--- config.mk ---
export PLATFORM = sky130hd
export DESIGN_NAME = handhold_table
export DESIGN_NICKNAME = d
export VERILOG_FILES = /design/src/rtl/handhold_pkg.sv /design/src/rtl/hold_box_hit.sv /design/src/rtl/handhold_table.sv
export SDC_FILE = /design/constraint.sdc
export NUM_CORES = 2
export LEC_CHECK = 0
export CAP_MARGIN = 25
export CORE_AREA = 2 2 320 322
export DETAILED_ROUTE_END_ITERATION = 7
export DIE_AREA = 0 0 322 324
export GPL_TIMING_DRIVEN = 0
export SLEW_MARGIN = 20
export SYNTH_ARGS = -nofsm -noshare
export SYNTH_HDL_FRONTEND = slang
export SYNTH_SLANG_ARGS = --single-unit
--- constraint.sdc ---
create_clock -name vclock -period 6.8 [get_ports vclock]
set_input_delay 0.68 -clock vclock [delete_from_list [all_inputs] [get_ports vclock]]
set_output_delay 0.68 -clock vclock [all_outputs]
set_load 0.01 [all_outputs]
--- src/rtl/handhold_pkg.sv ---
// Shared widths, table entry type and coordinate helpers for the handhold table.
package handhold_pkg;

  localparam int WX = 12;
  localparam int WY = 13;
  localparam int WC = 14;

  typedef struct packed {
    logic                 enable;
    logic signed [WX-1:0] x;
    logic signed [WY-1:0] y;
  } hold_t;

  typedef enum logic [1:0] {
    ST_IDLE = 2'd0,
    ST_SCAN = 2'd1,
    ST_DONE = 2'd2
  } scan_state_t;

  function automatic logic signed [WC-1:0] ext_x(input logic signed [WX-1:0] v);
    return {{(WC-WX){v[WX-1]}}, v};
  endfunction

  function automatic logic signed [WC-1:0] ext_y(input logic signed [WY-1:0] v);
    return {{(WC-WY){v[WY-1]}}, v};
  endfunction

  // World-to-screen conversion; operands are pre-extended so the difference cannot wrap.
  function automatic logic signed [WC-1:0] to_screen(input logic signed [WC-1:0] pos,
                                                     input logic signed [WC-1:0] origin);
    return pos - origin;
  endfunction

endpackage

--- src/rtl/hold_box_hit.sv ---
// Combinational test of an unsigned pixel against one screen-relative hold square.
module hold_box_hit
  import handhold_pkg::*;
#(
  parameter int HOLD_SIZE = 32
) (
  input  logic signed [WC-1:0] sx,
  input  logic signed [WC-1:0] sy,
  input  logic [10:0]          px,
  input  logic [9:0]           py,
  input  logic                 enable,
  output logic                 hit
);

  localparam logic signed [WC+1:0] HS = (WC+2)'(HOLD_SIZE);

  logic signed [WC+1:0] dx;
  logic signed [WC+1:0] dy;

  // Offsets of the pixel from the square corner, two guard bits so sx+HOLD_SIZE never wraps.
  always_comb begin
    dx  = $signed({5'd0, px}) - $signed({{2{sx[WC-1]}}, sx});
    dy  = $signed({6'd0, py}) - $signed({{2{sy[WC-1]}}, sy});
    hit = enable && !dx[WC+1] && (dx < HS) && !dy[WC+1] && (dy < HS);
  end

endmodule

--- src/rtl/handhold_table.sv ---
// Handhold store: runtime-loaded hold table, per-pixel exists flag and per-frame hand scan with grip latch.
module handhold_table
  import handhold_pkg::*;
#(
  parameter int NUM_HOLDS = 16,
  parameter int HOLD_SIZE = 32,
  parameter int IDX_W     = $clog2(NUM_HOLDS)
) (
  input  logic                 vclock,
  input  logic                 reset,
  input  logic [10:0]          hcount,
  input  logic [9:0]           vcount,
  input  logic                 vsync,
  input  logic signed [WX-1:0] screenx,
  input  logic signed [WY-1:0] screeny,
  input  logic                 wr_en,
  input  logic [IDX_W-1:0]     wr_idx,
  input  logic signed [WX-1:0] wr_x,
  input  logic signed [WY-1:0] wr_y,
  input  logic                 wr_enable,
  input  logic [10:0]          hand1x,
  input  logic [10:0]          hand2x,
  input  logic [9:0]           hand1y,
  input  logic [9:0]           hand2y,
  input  logic                 grab1,
  input  logic                 grab2,
  output logic                 exists,
  output logic                 scan_done,
  output logic                 over1,
  output logic                 over2,
  output logic [IDX_W-1:0]     over1_idx,
  output logic [IDX_W-1:0]     over2_idx,
  output logic                 held1,
  output logic                 held2,
  output logic [IDX_W-1:0]     held1_idx,
  output logic [IDX_W-1:0]     held2_idx
);

  localparam logic [IDX_W:0]   DEPTH    = (IDX_W+1)'(NUM_HOLDS);
  localparam logic [IDX_W-1:0] LAST_IDX = IDX_W'(NUM_HOLDS - 1);

  hold_t                tbl [NUM_HOLDS];
  logic [NUM_HOLDS-1:0] hit_now;
  logic [NUM_HOLDS-1:0] hit_vec;

  scan_state_t          state;
  logic                 vsync_prev;
  logic [IDX_W-1:0]     idx;
  logic signed [WX-1:0] snap_screenx;
  logic signed [WY-1:0] snap_screeny;
  logic [10:0]          snap_h1x;
  logic [10:0]          snap_h2x;
  logic [9:0]           snap_h1y;
  logic [9:0]           snap_h2y;
  logic                 found1;
  logic                 found2;
  logic [IDX_W-1:0]     found1_idx;
  logic [IDX_W-1:0]     found2_idx;
  logic                 nxt_found1;
  logic                 nxt_found2;
  logic [IDX_W-1:0]     nxt_found1_idx;
  logic [IDX_W-1:0]     nxt_found2_idx;

  hold_t                cur;
  logic signed [WC-1:0] scan_sx;
  logic signed [WC-1:0] scan_sy;
  logic                 scan_hit1;
  logic                 scan_hit2;

  // Table storage: only enable bits are cleared by reset, positions keep their contents.
  always_ff @(posedge vclock) begin
    if (reset) begin
      for (int i = 0; i < NUM_HOLDS; i++) begin
        tbl[i].enable <= 1'b0;
      end
    end else if (wr_en && ({1'b0, wr_idx} < DEPTH)) begin
      tbl[wr_idx] <= '{enable: wr_enable, x: wr_x, y: wr_y};
    end
  end

  for (genvar g = 0; g < NUM_HOLDS; g++) begin : g_render
    logic signed [WC-1:0] sx;
    logic signed [WC-1:0] sy;
    assign sx = to_screen(ext_x(tbl[g].x), ext_x(screenx));
    assign sy = to_screen(ext_y(tbl[g].y), ext_y(screeny));
    hold_box_hit #(.HOLD_SIZE(HOLD_SIZE)) u_hit (
      .sx    (sx),
      .sy    (sy),
      .px    (hcount),
      .py    (vcount),
      .enable(tbl[g].enable),
      .hit   (hit_now[g])
    );
  end

  // Two-stage render pipeline: per-hold hit vector, then its OR.
  always_ff @(posedge vclock) begin
    if (reset) begin
      hit_vec <= '0;
      exists  <= 1'b0;
    end else begin
      hit_vec <= hit_now;
      exists  <= |hit_vec;
    end
  end

  // The scan tests one entry per cycle against the snapshot taken at frame start.
  assign cur     = tbl[idx];
  assign scan_sx = to_screen(ext_x(cur.x), ext_x(snap_screenx));
  assign scan_sy = to_screen(ext_y(cur.y), ext_y(snap_screeny));

  hold_box_hit #(.HOLD_SIZE(HOLD_SIZE)) u_scan_hit1 (
    .sx    (scan_sx),
    .sy    (scan_sy),
    .px    (snap_h1x),
    .py    (snap_h1y),
    .enable(cur.enable),
    .hit   (scan_hit1)
  );

  hold_box_hit #(.HOLD_SIZE(HOLD_SIZE)) u_scan_hit2 (
    .sx    (scan_sx),
    .sy    (scan_sy),
    .px    (snap_h2x),
    .py    (snap_h2y),
    .enable(cur.enable),
    .hit   (scan_hit2)
  );

  // First hit per hand sticks, so the lowest index wins.
  always_comb begin
    nxt_found1     = found1;
    nxt_found1_idx = found1_idx;
    nxt_found2     = found2;
    nxt_found2_idx = found2_idx;
    if (scan_hit1 && !found1) begin
      nxt_found1     = 1'b1;
      nxt_found1_idx = idx;
    end else begin
      nxt_found1     = found1;
      nxt_found1_idx = found1_idx;
    end
    if (scan_hit2 && !found2) begin
      nxt_found2     = 1'b1;
      nxt_found2_idx = idx;
    end else begin
      nxt_found2     = found2;
      nxt_found2_idx = found2_idx;
    end
  end

  // Frame scan FSM; results are registered on the last SCAN edge so they appear with scan_done.
  always_ff @(posedge vclock) begin
    if (reset) begin
      state        <= ST_IDLE;
      vsync_prev   <= 1'b1;
      idx          <= '0;
      snap_screenx <= '0;
      snap_screeny <= '0;
      snap_h1x     <= '0;
      snap_h1y     <= '0;
      snap_h2x     <= '0;
      snap_h2y     <= '0;
      found1       <= 1'b0;
      found2       <= 1'b0;
      found1_idx   <= '0;
      found2_idx   <= '0;
      scan_done    <= 1'b0;
      over1        <= 1'b0;
      over2        <= 1'b0;
      over1_idx    <= '0;
      over2_idx    <= '0;
    end else begin
      vsync_prev <= vsync;
      case (state)
        ST_IDLE: begin
          scan_done <= 1'b0;
          if (vsync_prev && !vsync) begin
            state        <= ST_SCAN;
            idx          <= '0;
            found1       <= 1'b0;
            found2       <= 1'b0;
            snap_screenx <= screenx;
            snap_screeny <= screeny;
            snap_h1x     <= hand1x;
            snap_h1y     <= hand1y;
            snap_h2x     <= hand2x;
            snap_h2y     <= hand2y;
          end
        end
        ST_SCAN: begin
          found1     <= nxt_found1;
          found1_idx <= nxt_found1_idx;
          found2     <= nxt_found2;
          found2_idx <= nxt_found2_idx;
          if (idx == LAST_IDX) begin
            state     <= ST_DONE;
            scan_done <= 1'b1;
            over1     <= nxt_found1;
            over1_idx <= nxt_found1_idx;
            over2     <= nxt_found2;
            over2_idx <= nxt_found2_idx;
          end else begin
            idx <= idx + 1'b1;
          end
        end
        ST_DONE: begin
          scan_done <= 1'b0;
          state     <= ST_IDLE;
        end
        default: begin
          scan_done <= 1'b0;
          state     <= ST_IDLE;
        end
      endcase
    end
  end

  // Grip latch: a falling grab always releases; acquisition happens only in DONE.
  always_ff @(posedge vclock) begin
    if (reset) begin
      held1     <= 1'b0;
      held1_idx <= '0;
      held2     <= 1'b0;
      held2_idx <= '0;
    end else begin
      if (!grab1) begin
        held1 <= 1'b0;
      end else if (state == ST_DONE && !held1 && found1) begin
        held1     <= 1'b1;
        held1_idx <= found1_idx;
      end else begin
        held1     <= held1;
        held1_idx <= held1_idx;
      end
      if (!grab2) begin
        held2 <= 1'b0;
      end else if (state == ST_DONE && !held2 && found2) begin
        held2     <= 1'b1;
        held2_idx <= found2_idx;
      end else begin
        held2     <= held2;
        held2_idx <= held2_idx;
      end
    end
  end

endmodule

## Yosys cells after proc, flatten, opt, wreduce, memory -nomap -nowiden

Memories as Yosys holds them, arrays and structs flattened. A register that Yosys moved wholly into a read port is not among the register bits.
Index checks and enable logic that the tools add are counted.

- Bits in latches: 0
- Bits in read-only memories: 0
- Output and inout bits: 22
- Bits of input ports: 124
- Register bits after elaboration: 122
- Memories kept: 1
- RAM bits: 416
- Word-level logic and storage cells: 298

Memory list:

| name | depth | width | rd ports | clocked after Yosys merged registers in | write ports | line | RTL |
|---|---|---|---|---|---|---|---|
| tbl | 16 | 26 | 17 | 1 | 16 | handhold_table.sv:42 | `hold_t tbl [NUM_HOLDS];` |

- Reductions and logical operators: 134
- Shift-type cells: 0
- Equality and inequality tests: 6
- Add/subtract/negate cells: 71
- $lt $le $gt $ge: 36
- Divide/modulo/power cells: 0
- Mux-type cells: 23
- Multiply operators: 0
- Bitwise gates (word level): 3

Operator list:

| operator | number |
|---|---|
| < comparator 16 x 7 -> 1 bit, second input constant | 36 |
| subtractor 11 x 14 -> 15 bit | 18 |
| subtractor 12 x 13 -> 14 bit | 18 |
| subtractor 13 x 13 -> 14 bit | 17 |
| subtractor 12 x 12 -> 13 bit | 17 |
| logical AND 1 bit | 79 |
| logical NOT 1 bit | 41 |
| two-way mux 4 bit | 7 |
| two-way mux 26 bit | 1 |
| OR reduction 26 bit | 1 |
| OR reduction 16 bit | 1 |
| AND reduction 2 bit | 6 |
| two-way mux 1 bit | 8 |
| case mux 4 bit (2 select lines) | 1 |
| two-way mux 2 bit | 3 |
| inequality test 2 bit, second input constant | 3 |
| OR reduction 2 bit | 3 |
| adder 4 x 1 -> 4 bit, second input constant | 1 |
| == test 4 bit, second input constant | 1 |
| case mux 1 bit (2 select lines) | 2 |
| case mux 2 bit (2 select lines) | 1 |
| NOT 1 bit | 3 |
| AND reduction 3 bit | 1 |
| == test 2 x 1 -> 1 bit, second input constant | 1 |
| 3 further kinds | 3 |

## Depth between registers and ports, before layout

- Depth in word-level cells: 10
- Depth in mapped cells: 26
- Gate-level depth less buffers: 23

## By module

From an unflattened synthesis, not the netlist that was laid out.

- Cell total of the unflattened synthesis: 6,269
- Area total of the unflattened synthesis: 55,959.9 um2

By module, submodules not included:

| module | area each (um2) | seq. area each (um2) | cells each | instances |
|---|---|---|---|---|
| handhold_table | 39,734.4 | 15,014.4 | 3,931 | 1 |
| hold_box_hit at g_render[13].u_hit ... | 875.8 | 0.0 | 127 | 14 |
| hold_box_hit at g_render[0].u_hit ... | 991.0 | 0.0 | 140 | 4 |

## Worst setup path before layout

OpenSTA, ideal clock, no wires.

- Path type: register to register
- Start point: register with a tool-made name
- End point: register over2_idx[0]
- Data required time: 6.669 ns
- Cell stages (with the launch flop): 26
- Period minus slack after synthesis: 6.169 ns
- Setup time: 0.131 ns
- Arrival time: 6.037 ns
- Setup slack: 0.631 ns
- Buffers on the path: 3
- Path through: dfxtp_1 -> clkbuf_1 -> clkbuf_1 -> buf_1 -> mux4_2 -> mux4_2 -> inv_1 -> ha_1 -> inv_1 -> fa_1 -> nand3_1 -> nand2_1 -> xnor2_1 -> ha_1 -> nand2_1 -> a21oi_1 -> a211oi_1 -> nand3_1 -> a221oi_1 -> o21a_1 -> o21ai_0 -> a2111oi_2 -> o2111a_1 -> and2b_2 -> mux2i_1 -> a21oi_1

RTL lines:

| item | line | RTL |
|---|---|---|
| to (signal assigned) | handhold_table.sv:202 | `over2_idx <= nxt_found2_idx;` |
| to (decl) | handhold_table.sv:32 | `output logic [IDX_W-1:0] over2_idx,` |

==> reports/metrics.csv <==
metric,value,unit
outcome,finished clean,
"commonest non-fill, non-tap cell in the layout",inv_1,
register area share after synthesis,33.3,%
CTS Buf Count,69,
Worst-path clk slew,60,ps
top layer in use,met5,
DIE HEIGHT,324,µm
CP max stage delay,630,ps
synth warn,0,
Static Leak,22.5,nW
final hold viol count,0,
via count,33300,
DRC Markers,0,
routed wire length,141000,µm
total track usage,27.4,%
largest family of logic cells by synthesized area,adder cells,
Initial DRC Count,2644,
Cell Rows,117,
pin count of the biggest net entering global routing,19,
CP required,7310,ps
CP endpoint kind,flop,
global route overflow,0,
die area,104000,µm²
Register-to-Register Path Depth,21,
Final Cycle Share,96.9,%
vias per inst,5.66,
post-route cell area,51600,µm²
Pre-antenna DRT Iters,8,
skew final,35.5,ps
Worst Hold Class,reg -> reg,
adder-cell share of the synthesized area,28.9,%
Netlist Area Pre-Place,45100,µm²
crit path DAT,7100,ps
Avg Inst Size Synth,10.6,µm²
Die Wd,322,µm
WHS Path Cells,2,
Antenna Nets Post-Route,0,
GPL Wtd Cong,0.947,
Mapped Cells,4242,
Initial Utilization,44.6,%
Hold Path Origin,snap_screenx[9]$_SDFFE_PP0P_,
RSZ-0062 raised after global routing,false,
CTS Hold Bufs,0,
Hold EP,snap_screenx[9]$_SDFFE_PP0P_,
initial antenna violation count,16,
Core Region,101000,µm²
H-Tree Depth,3,
CP Class,reg -> reg,
Startpoint Class,flop,
worst-path cell chain,clkbuf_4 > clkbuf_2 > mux4_2 > mux4_2 > ha_1 > o21a_1 > o21a_1 > o41a_1 > nor2_2 > xnor2_2 > ha_1 > nor4_1 > a22oi_1 > nor4_1 > o21ai_0 > a221oi_2 > and3_1 > o211ai_1 > nor3_4 > mux2i_1 > a21oi_1,
Post-synth EDFFs,416,
Nets,5497,
number of synthesized register bits,542,
Post-Synth Simple-Gate Area,10.0,%
fmax,152,MHz
final setup margin,211,ps
fin. max-slew vios,0,
r2r endpoint,over1_idx[0]$_SDFFE_PP0P_,
worst-path cell with the longest stage delay,mux4_2,
Slew Limit Headroom,19.1,%
synthesized net count,5221,
R2R Setup Slk,210,ps
Tmin final,6590,ps
most frequent cells in the layout,"inv_1, ha_1, edfxtp_1",
port buffer count,145,
Max VDD drop,0.167,mV
vias in the first global route,33600,
Clock Latency Late Sink,660,ps
"Setup violations, final",0,
Netlist cell types,88,
crit path max fanout,10,
worst-margin pin slew,1200,ps
Synth Flop Type,edfxtp_1,
CTS tree,done,
CTS Buffer Depth,3,
"Area growth, synth to finish",14.5,%
IO Count,146,
ys async rst share,0,%
pre-CTS setup slack,-1270,ps
Compound-Gate Fraction of Synth Area,11.1,%
met3 wire len,9520,µm
met2 wire length,67700,µm
total power,10.4,mW
"Cell Area, Placed",49100,µm²
Post-Synth XOR/XNOR Area,1.36,%
WL met1,56500,µm
half-perimeter wire length after placement,115000,µm
share of layout cells above drive strength 1,9.02,%
cell at the root of the clock tree,clkbuf_16,
Max-Cap Viols,0,
mux contribution to synthesized area,7.64,%
pwr dens,200,nW/µm²
CTS Sinks,542,
first-pass GRT wire length,207000,µm
Avg WL per Cell,23.9,µm
==> power by group <==
part	leakage (nW)	internal [mW]	switching [mW]	total [mW]
clock	1.08	2.14	1.55	3.69
sequential	4.78	3.62	0.0472	3.67
combinational	16.7	1.18	1.82	3.00
==> worst max-delay path by stage <==
stage / slack, ps / depth (start not counted) / end
2_1_floorplan: 630 / 25 / over2_idx[0]$_SDFFE_PP0P_
3_3_place_gp: -1740 / 26 / found2_idx[0]$_SDFFE_PP0P_
3_5_place_dp: -1270 / 26 / found2_idx[1]$_SDFFE_PP0P_
4_1_cts: 40 / 24 / found2_idx[1]$_SDFFE_PP0P_
5_1_grt: 30 / 24 / found2_idx[0]$_SDFFE_PP0P_
6_report: 210 / 21 / over1_idx[0]$_SDFFE_PP0P_
==> state kept, by name, indices dropped and copies added, names as in the netlist, 2 cells and up, named ones only <==
| name | count |
|---|---|
| tbl | 416 |
| hit_vec | 16 |
| found1_idx | 4 |
| snap_h2y | 10 |
| snap_screeny | 13 |
| snap_screenx | 12 |
| snap_h1x | 11 |
| snap_h1y | 10 |
| snap_h2x | 11 |
| over1_idx | 4 |
| idx | 4 |
| held1_idx | 4 |
| state | 2 |
| found2_idx | 4 |
| over2_idx | 4 |
| held2_idx | 4 |
==> cell usage after synthesis (all sizes together), types with 17 or more instances <==
cell    instances  area [µm²]
clkbuf         52         195
a21o           73         548
xnor2          39         342
inv           854        3210
dfxtp         126        2520
mux2i          45         450
and3b          30         267
nor4           36         240
nand2         295        1110
or2            31         194
nand3          54         270
ha            549        6870
o21ai         135         676
fa            306        6130
or3            21         131
a21boi         26         195
and2           28         175
nor2          191         717
nor2b          22         138
mux4          130        2930
o21a           96         721
nand2b         33         206
a211oi         27         208
xor2           31         272
o211ai         19         143
a21oi         208        1040
edfxtp        416       12500
nor3           79         400
a22oi          17         128
a31oi          31         194
==> critical path: cells and delay by family (launching register included) <==
family,cells,cell delay (ps)
AND/OR/NAND/NOR,5,1250
XOR/XNOR,1,240
buffers and inverters,2,820
AO/OA/AOI/OAI,8,1540
multiplexers,3,1370
adder cells (fa/ha/maj),2,730
flip-flops,1,480
==> metrics by stage <==
stage	hold WS (ps)	TNS (ps)	instances	util, %
2_1_floorplan	433	0	4242	-
3_3_place_gp	442	-112270	5696	47.7
3_5_place_dp	447	-19300	5746	48.6
4_1_cts	455	0	5867	50.8
5_1_grt	470	0	5881	51.1
6_report	453	0	5884	51.1
==> timing repair <==
item,in CTS,in global routing
pin swaps,0,2
resized for setup,29,15
buffers inserted,0,1
setup endpoints to repair,20,13
==> final cells by class <==
type | instances | area (µm²)
Tap cell | 1309 | 1640
Clock inverter | 37 | 350
Sequential cell | 542 | 15000
Buffer | 66 | 320
Timing Repair Buffer | 207 | 2460
Fill cell | 9116 | 49400
Clock buffer | 86 | 1830
Inverter | 854 | 3210
Antenna cell | 5 | 12.5
Multi-Input combinational cell | 2778 | 26800
==> metal layers <==
metal  GRT usage (%)  vias up
met5               0        -
met1            34.3    16600
li1                -    15300
met3            4.55      289
met2            46.8     1103
met4            12.0       14
==> logic make-up (layout without fill, tap and decap cells) <==
group | after synthesis | after routing
fa+ha+maj | 859 | 859
flops | 542 | 542
other cells | 0 | 5
compound gates | 761 | 761
mux | 181 | 181
buf+inv | 922 | 1250
simple gates | 907 | 907
xor+xnor | 70 | 70
No activity file was read; power rests on OpenSTA's default activity.
